[src/rtl/clk_gate_pkg.sv]
// rtl/clk_gate_pkg.sv - shared types and constants for the clock-gate controller
package clk_gate_pkg;

  typedef enum logic [1:0] {
    RUN   = 2'd0,
    IDLE  = 2'd1,
    GATED = 2'd2,
    WAKE  = 2'd3
  } clk_gate_state_e;

  localparam int GATED_CNT_W = 32;

  // One counter serves both IDLE and WAKE, so size it for the larger of the two.
  function automatic int cnt_width(input int a, input int b);
    int m;
    m = (a > b) ? a : b;
    return ($clog2(m) < 1) ? 1 : $clog2(m);
  endfunction

endpackage

[src/rtl/clk_gate_sat_cnt.sv]
// rtl/clk_gate_sat_cnt.sv - saturating clearable counter of gated cycles
module clk_gate_sat_cnt
  import clk_gate_pkg::*;
#(
  parameter logic [GATED_CNT_W-1:0] RST_VAL = '0
) (
  input  logic                   i_clk,
  input  logic                   i_rst,
  input  logic                   i_inc,
  input  logic                   i_clr,
  output logic [GATED_CNT_W-1:0] o_count
);

  logic [GATED_CNT_W-1:0] r_count;

  // Clear takes priority over increment; the count sticks at all-ones.
  always_ff @(posedge i_clk) begin
    if (i_rst) begin
      r_count <= RST_VAL;
    end else if (i_clr) begin
      r_count <= '0;
    end else if (i_inc && (r_count != '1)) begin
      r_count <= r_count + GATED_CNT_W'(1);
    end
  end

  assign o_count = r_count;

endmodule

[src/rtl/clk_gate_ctrl.sv]
// rtl/clk_gate_ctrl.sv - idle-detect FSM producing a glitch-free clock enable
module clk_gate_ctrl
  import clk_gate_pkg::*;
#(
  parameter int                     IDLE_CYCLES   = 16,
  parameter int                     WAKE_CYCLES   = 2,
  parameter logic [GATED_CNT_W-1:0] GATED_CNT_RST = '0
) (
  input  logic                   clk_i,
  input  logic                   rst_i,
  input  logic                   sleep_req_i,
  input  logic                   busy_i,
  input  logic                   wake_i,
  input  logic                   test_en_i,
  input  logic                   cnt_clr_i,
  output logic                   clk_en_o,
  output logic                   sleeping_o,
  output logic                   wake_ack_o,
  output logic [GATED_CNT_W-1:0] gated_cycles_o
);

  localparam int CNT_W = cnt_width(IDLE_CYCLES, WAKE_CYCLES);
  localparam logic [CNT_W-1:0] IDLE_LAST = CNT_W'(IDLE_CYCLES - 1);
  localparam logic [CNT_W-1:0] WAKE_LAST = CNT_W'(WAKE_CYCLES - 1);

  clk_gate_state_e  r_state;
  clk_gate_state_e  w_state_nxt;
  logic [CNT_W-1:0] r_cnt;
  logic [CNT_W-1:0] w_cnt_nxt;
  logic             w_ack_nxt;
  logic             w_quiet;
  logic             r_sleeping;
  logic             r_wake_ack;
  logic             r_clk_en;

  assign w_quiet = sleep_req_i && !busy_i && !wake_i && !test_en_i;

  always_comb begin
    w_state_nxt = r_state;
    w_cnt_nxt   = r_cnt;
    w_ack_nxt   = 1'b0;
    case (r_state)
      RUN: begin
        if (w_quiet) begin
          w_state_nxt = IDLE;
          w_cnt_nxt   = '0;
        end
      end
      IDLE: begin
        if (!w_quiet) begin
          w_state_nxt = RUN;
        end else if (r_cnt == IDLE_LAST) begin
          w_state_nxt = GATED;
          w_cnt_nxt   = '0;
        end else begin
          w_cnt_nxt = r_cnt + CNT_W'(1);
        end
      end
      GATED: begin
        if (!w_quiet) begin
          w_state_nxt = WAKE;
          w_cnt_nxt   = '0;
        end
      end
      WAKE: begin
        // Inputs are deliberately ignored until the clock has run WAKE_CYCLES.
        if (r_cnt == WAKE_LAST) begin
          w_state_nxt = RUN;
          w_cnt_nxt   = '0;
          w_ack_nxt   = 1'b1;
        end else begin
          w_cnt_nxt = r_cnt + CNT_W'(1);
        end
      end
      default: begin
        w_state_nxt = RUN;
        w_cnt_nxt   = '0;
      end
    endcase
  end

  always_ff @(posedge clk_i) begin
    if (rst_i) begin
      r_state    <= RUN;
      r_cnt      <= '0;
      r_sleeping <= 1'b0;
      r_wake_ack <= 1'b0;
    end else begin
      r_state    <= w_state_nxt;
      r_cnt      <= w_cnt_nxt;
      r_sleeping <= (w_state_nxt == GATED);
      r_wake_ack <= w_ack_nxt;
    end
  end

  // Falling-edge flop: the enable only moves while clk_i is low.
  always_ff @(negedge clk_i) begin
    if (rst_i) begin
      r_clk_en <= 1'b1;
    end else begin
      r_clk_en <= (r_state != GATED);
    end
  end

  clk_gate_sat_cnt #(
    .RST_VAL (GATED_CNT_RST)
  ) u_sat_cnt (
    .i_clk   (clk_i),
    .i_rst   (rst_i),
    .i_inc   (r_state == GATED),
    .i_clr   (cnt_clr_i),
    .o_count (gated_cycles_o)
  );

  assign clk_en_o   = r_clk_en;
  assign sleeping_o = r_sleeping;
  assign wake_ack_o = r_wake_ack;

endmodule

[config.mk]
export PLATFORM = sky130hd
export DESIGN_NAME = clk_gate_ctrl
export DESIGN_NICKNAME = d
export VERILOG_FILES = /design/src/rtl/clk_gate_pkg.sv /design/src/rtl/clk_gate_sat_cnt.sv /design/src/rtl/clk_gate_ctrl.sv
export SDC_FILE = /design/constraint.sdc
export NUM_CORES = 1
export LEC_CHECK = 0
export CORE_MARGIN = 10
export CORE_UTILIZATION = 40
export CTS_BUF_LIST = sky130_fd_sc_hd__clkbuf_4 sky130_fd_sc_hd__clkbuf_8
export CTS_CLUSTER_DIAMETER = 60
export DETAILED_ROUTE_END_ITERATION = 10
export PLACE_DENSITY = 0.71
export SYNTH_ARGS = -nofsm -noshare
export SYNTH_HDL_FRONTEND = slang
export SYNTH_HIERARCHICAL = 1
export SYNTH_SLANG_ARGS = --single-unit
[constraint.sdc]
create_clock -name clk_i -period 2.66 [get_ports clk_i]
set_clock_uncertainty 0.2 [all_clocks]
set_input_delay 0.266 -clock clk_i [delete_from_list [all_inputs] [get_ports clk_i]]
set_output_delay 0.266 -clock clk_i [all_outputs]
set_load 0.02 [all_outputs]
## Word-level counts from Yosys, hierarchy flattened

Cells that the tools add are included.

- Register bits after elaboration: 41
- Output and inout port bits: 35

- $add $sub $neg: 2
- Equal/unequal tests: 11
- Multiplexer cells: 13
- Bitwise gates (word level): 1
- Reductions and logical operators: 11

Operators with widths:

| cell | number |
|---|---|
| 32-bit by 1-bit adder with 32-bit output, second input constant | 1 |
| 32-bit inequality test, second input constant | 1 |
| 4-bit 2-to-1 mux | 5 |
| 4-bit one-hot mux with 4 select lines | 1 |
| 2-bit 2-to-1 mux | 5 |
| 2-bit inequality test, second input constant | 4 |
| 2-bit one-hot mux with 4 select lines | 1 |
| 2-bit equality test, second input constant | 3 |
| 4-bit by 1-bit adder with 4-bit output, second input constant | 1 |
| 4-bit by 1-bit equality test with 1-bit output, second input constant | 1 |
| 4-bit equality test, second input constant | 1 |
| 1-bit logical AND | 4 |
| 2-bit OR reduction | 2 |
| 1-bit logical NOT | 3 |
| 3-bit AND reduction | 1 |
| 2-bit by 1-bit equality test with 1-bit output, second input constant | 1 |
| 2-bit logical NOT | 1 |
| 1-bit 2-to-1 mux | 1 |
| 1-bit inverter | 1 |

## Depth between registers and ports, before layout

- Word-level depth: 7
- Mapped depth: 8
- Gate-level depth less buffers: 7

## By module

The synthesis kept the hierarchy.

Modules (own cells, without submodules):

| module | times used | cells each | area an instance (µm²) |
|---|---|---|---|
| clk_gate_sat_cnt | 1 | 198 | 1620.3 |
| clk_gate_ctrl | 1 | 53 | 479.2 |

==> summary.txt <==
Status: completed
Minimum hold slack: 0.306 ns
Data arrival time of the worst path: 2.12 ns
Pin count of the biggest net entering global routing: 13
Post-synthesis instance total: 251
Depth of the critical timing path with buffers and inverters included: 1
I/O pin cnt: 42
Depth of the CTS H-tree: 2
Crit-path max FO: 1
Kind of cell adding the most delay to the critical path: flip-flops
1st-iter DRT viols: 129
Class of the most critical hold timing path: flop to flop
Area delta synth->final: 31.3%
Number of port buffers: 41
Average routed wire per standard cell: 14.7 um
Top FF cell, synth: sky130_fd_sc_hd__dfxtp_1
RSZ-0062 raised after global routing: no
Wire length the detailed router placed on met1: 2.34 mm
Initial cell density of the core: 41.1%
Met3 routed WL: 332 um
Worst IR Drop VDD: 0.209 mV
Number of inserted filler cells in the final layout: 506
Reg-to-Reg Start: r_state[1]
Total overflow reported by the global router: 0
Biggest area consumer among synthesized cells: sky130_fd_sc_hd__dfxtp_1
Slew at the pin with the worst max-slew slack: 0.563 ns
Series of cell instances along the critical path: buf_2
Flip-flop and latch count after synthesis: 41
Slowest Stage Delay on Critical Path: 0.29 ns
Slew margin rel.: 62.3%
Vias in the first global route: 2046
Post-route cell area: 2760 sq um
Post-detailed-route count of antenna-violating nets: 0
Post-synthesis area per instance: 8.36 sq um
Leakage Power: 0.881 nW
NumNets Final: 315
Total of cells resized after clock tree synthesis: 4
Area post-placement: 2670 sq um
Path depth of the worst reg2reg path: 7
Final hold viol count: 0
Sinks on Clock Net: 41
Reg-to-reg slack, setup: 0.16 ns
Top post-synthesis cells by area: sky130_fd_sc_hd__dfxtp_1 (39%), sky130_fd_sc_hd__or3_1 (4.8%), sky130_fd_sc_hd__a21oi_1 (4.3%)
# rows: 26
Clock buffer depth: 2
Number of library cell types mapped by synthesis: 48
Startpoint of the worst hold path: u_sat_cnt/o_count[27]
Top Metal Used: met4
Top library cells by usage in the layout, fill and taps aside: sky130_fd_sc_hd__dfxtp_1 (41), sky130_fd_sc_hd__clkdlybuf4s50_1 (40), sky130_fd_sc_hd__nand2_1 (21), sky130_fd_sc_hd__nor2_1 (21), sky130_fd_sc_hd__a21oi_1 (18)
Clock root buffer: sky130_fd_sc_hd__clkbuf_8
Max Transition Viols Final: 0
Total length of routed met2 wires: 2.74 mm
Area share of the leading cell type in the synthesized netlist: 39.1%
# placed instances: 368
Pwr/cell area: 391 nW/um^2
Overall die area: 8550 sq um
Clock Pin Slew Worst Setup and Hold Paths: 0.07 ns
Required time reported for the critical path endpoint: 2.19 ns
Final non-filler cell total: 376
Number of cells on the worst hold path: 2
Die boundary height: 92.5 um
Critical setup path kind: flop to primary output
Clock tree from TritonCTS: yes
Wire length of the first global-routing pass: 9.30 mm
Count of flip-flops with a built-in enable after synthesis: 0
Number of antenna violations at the first check in global routing: 0
Final HPWL DP: 4.12 mm
CP Capture Type: primary output
Most common cell after layout, fill and taps aside: sky130_fd_sc_hd__dfxtp_1
Syn nets: 261
Die extent in x: 92.5 um
Post-Route Setup TNS: 0 ns
Latest clock arrival within the worst-skew pair: 0.29 ns
GPL Wtd Cong: 0.852
Register area share after synthesis: 39.1%
Antenna diode count: 0
Element type at the critical path start: flop
Mean number of vias per cell: 5.59
Setup fix buffers added after clock tree synthesis: 0
Count of vias placed by the detailed router: 2100
CP bufs+invs: 1
Number of DRC violations after detailed routing: 0
Number of endpoints failing setup at the final stage: 0
First-pass iteration count of the detailed router: 4
Async S/R FF share, synth: 0%
Critical register-to-register path endpoint: u_sat_cnt/o_count[26]
Total of max-cap violations: 0
Area of the mapped netlist: 2100 sq um
Core Box Area: 5110 sq um
Number of warning messages in the yosys log: 6
Total wire length after detailed routing: 5.52 mm
TritonCTS Buffers: 5
WHS Endpoint: u_sat_cnt/o_count[27]
Total of hold buffers inserted after clock tree synthesis: 0
Overall fraction of global-route tracks in use: 12.8%
Standard cell with the maximum stage delay on the critical path: sky130_fd_sc_hd__dfxtp_1
Total Power Consumption: 0.00108 W
Share of final-layout standard cells stronger than drive strength 1: 11.8%
[stage by stage]
stage	util (%)	worst slack [ns]
2_1_floorplan	-	0.0458
3_3_place_gp	52.3	-0.0325
3_5_place_dp	52.3	-0.0340
4_1_cts	54.0	0.0625
5_1_grt	54.0	0.0100
6_report	54.0	0.0730
[per-layer routing]
metal	up-vias	track usage, %
met2	50	22.5
met5	-	0
met4	0	5.14
li1	1050	-
met3	11	4.04
met1	989	14.0
[worst max-delay path by stage]
stage                from  slack [ns]  endpoint
3_5_place_dp        rst_i       -0.03  clk_en_o
3_3_place_gp     clk_en_o       -0.03  clk_en_o
4_1_cts          clk_en_o        0.06  clk_en_o
5_1_grt          clk_en_o        0.01  clk_en_o
6_report         clk_en_o        0.07  clk_en_o
2_1_floorplan  r_state[1]        0.05  clk_en_o
[cell usage after synthesis (all sizes together) (2+ instances only)]
cell / n
dfxtp: 41
nand2: 21
nor2: 21
a21oi: 18
o21ai: 18
or3: 17
nand3: 14
nand4: 10
inv: 9
or4: 6
a31oi: 5
buf: 5
clkbuf: 5
nor3: 5
xnor2: 5
nor4: 4
o31ai: 4
a41o: 3
ha: 3
o211ai: 3
o311ai: 3
or2: 3
or4b: 3
a211oi: 2
and3: 2
nand3b: 2
o2111ai: 2
o21a: 2
or2b: 2
xor2: 2
[power breakdown]
| group | internal (W) | switching, W |
|---|---|---|
| logic | 0.0000173 | 0.0000210 |
| clock network | 0.000219 | 0.000208 |
| registers | 0.000614 | 0.000000154 |
[final cells by class]
cell class                      instances  area (sq um)  share of cell area (%)
Clock buffer                            8          91.3                    3.31
Timing Repair Buffer                   57           526                    19.1
Inverter                                8          30.0                    1.09
Multi-Input combinational cell        191          1200                    43.5
Tap cell                               70          87.6                    3.18
Clock inverter                          1          3.75                   0.136
Sequential cell                        41           821                    29.8
[state kept, by name, indices dropped and copies added, names as in the netlist]
name / count
r_cnt: 4
wake_ack_o: 1
sleeping_o: 1
r_state: 2
clk_en_o: 1
u_sat_cnt/o_count: 32
[logic make-up after synthesis]
| group | count (synthesis) | share of synthesized area (%) |
|---|---|---|
| flops | 41 | 39.1 |
| fa+ha+maj | 3 | 1.79 |
| simple gates | 116 | 32.3 |
| xor+xnor | 7 | 2.92 |
| compound gates | 64 | 19.6 |
| mux | 1 | 0.477 |
| buf+inv | 19 | 3.81 |
Note: power is estimated with default switching activity, not from simulation.
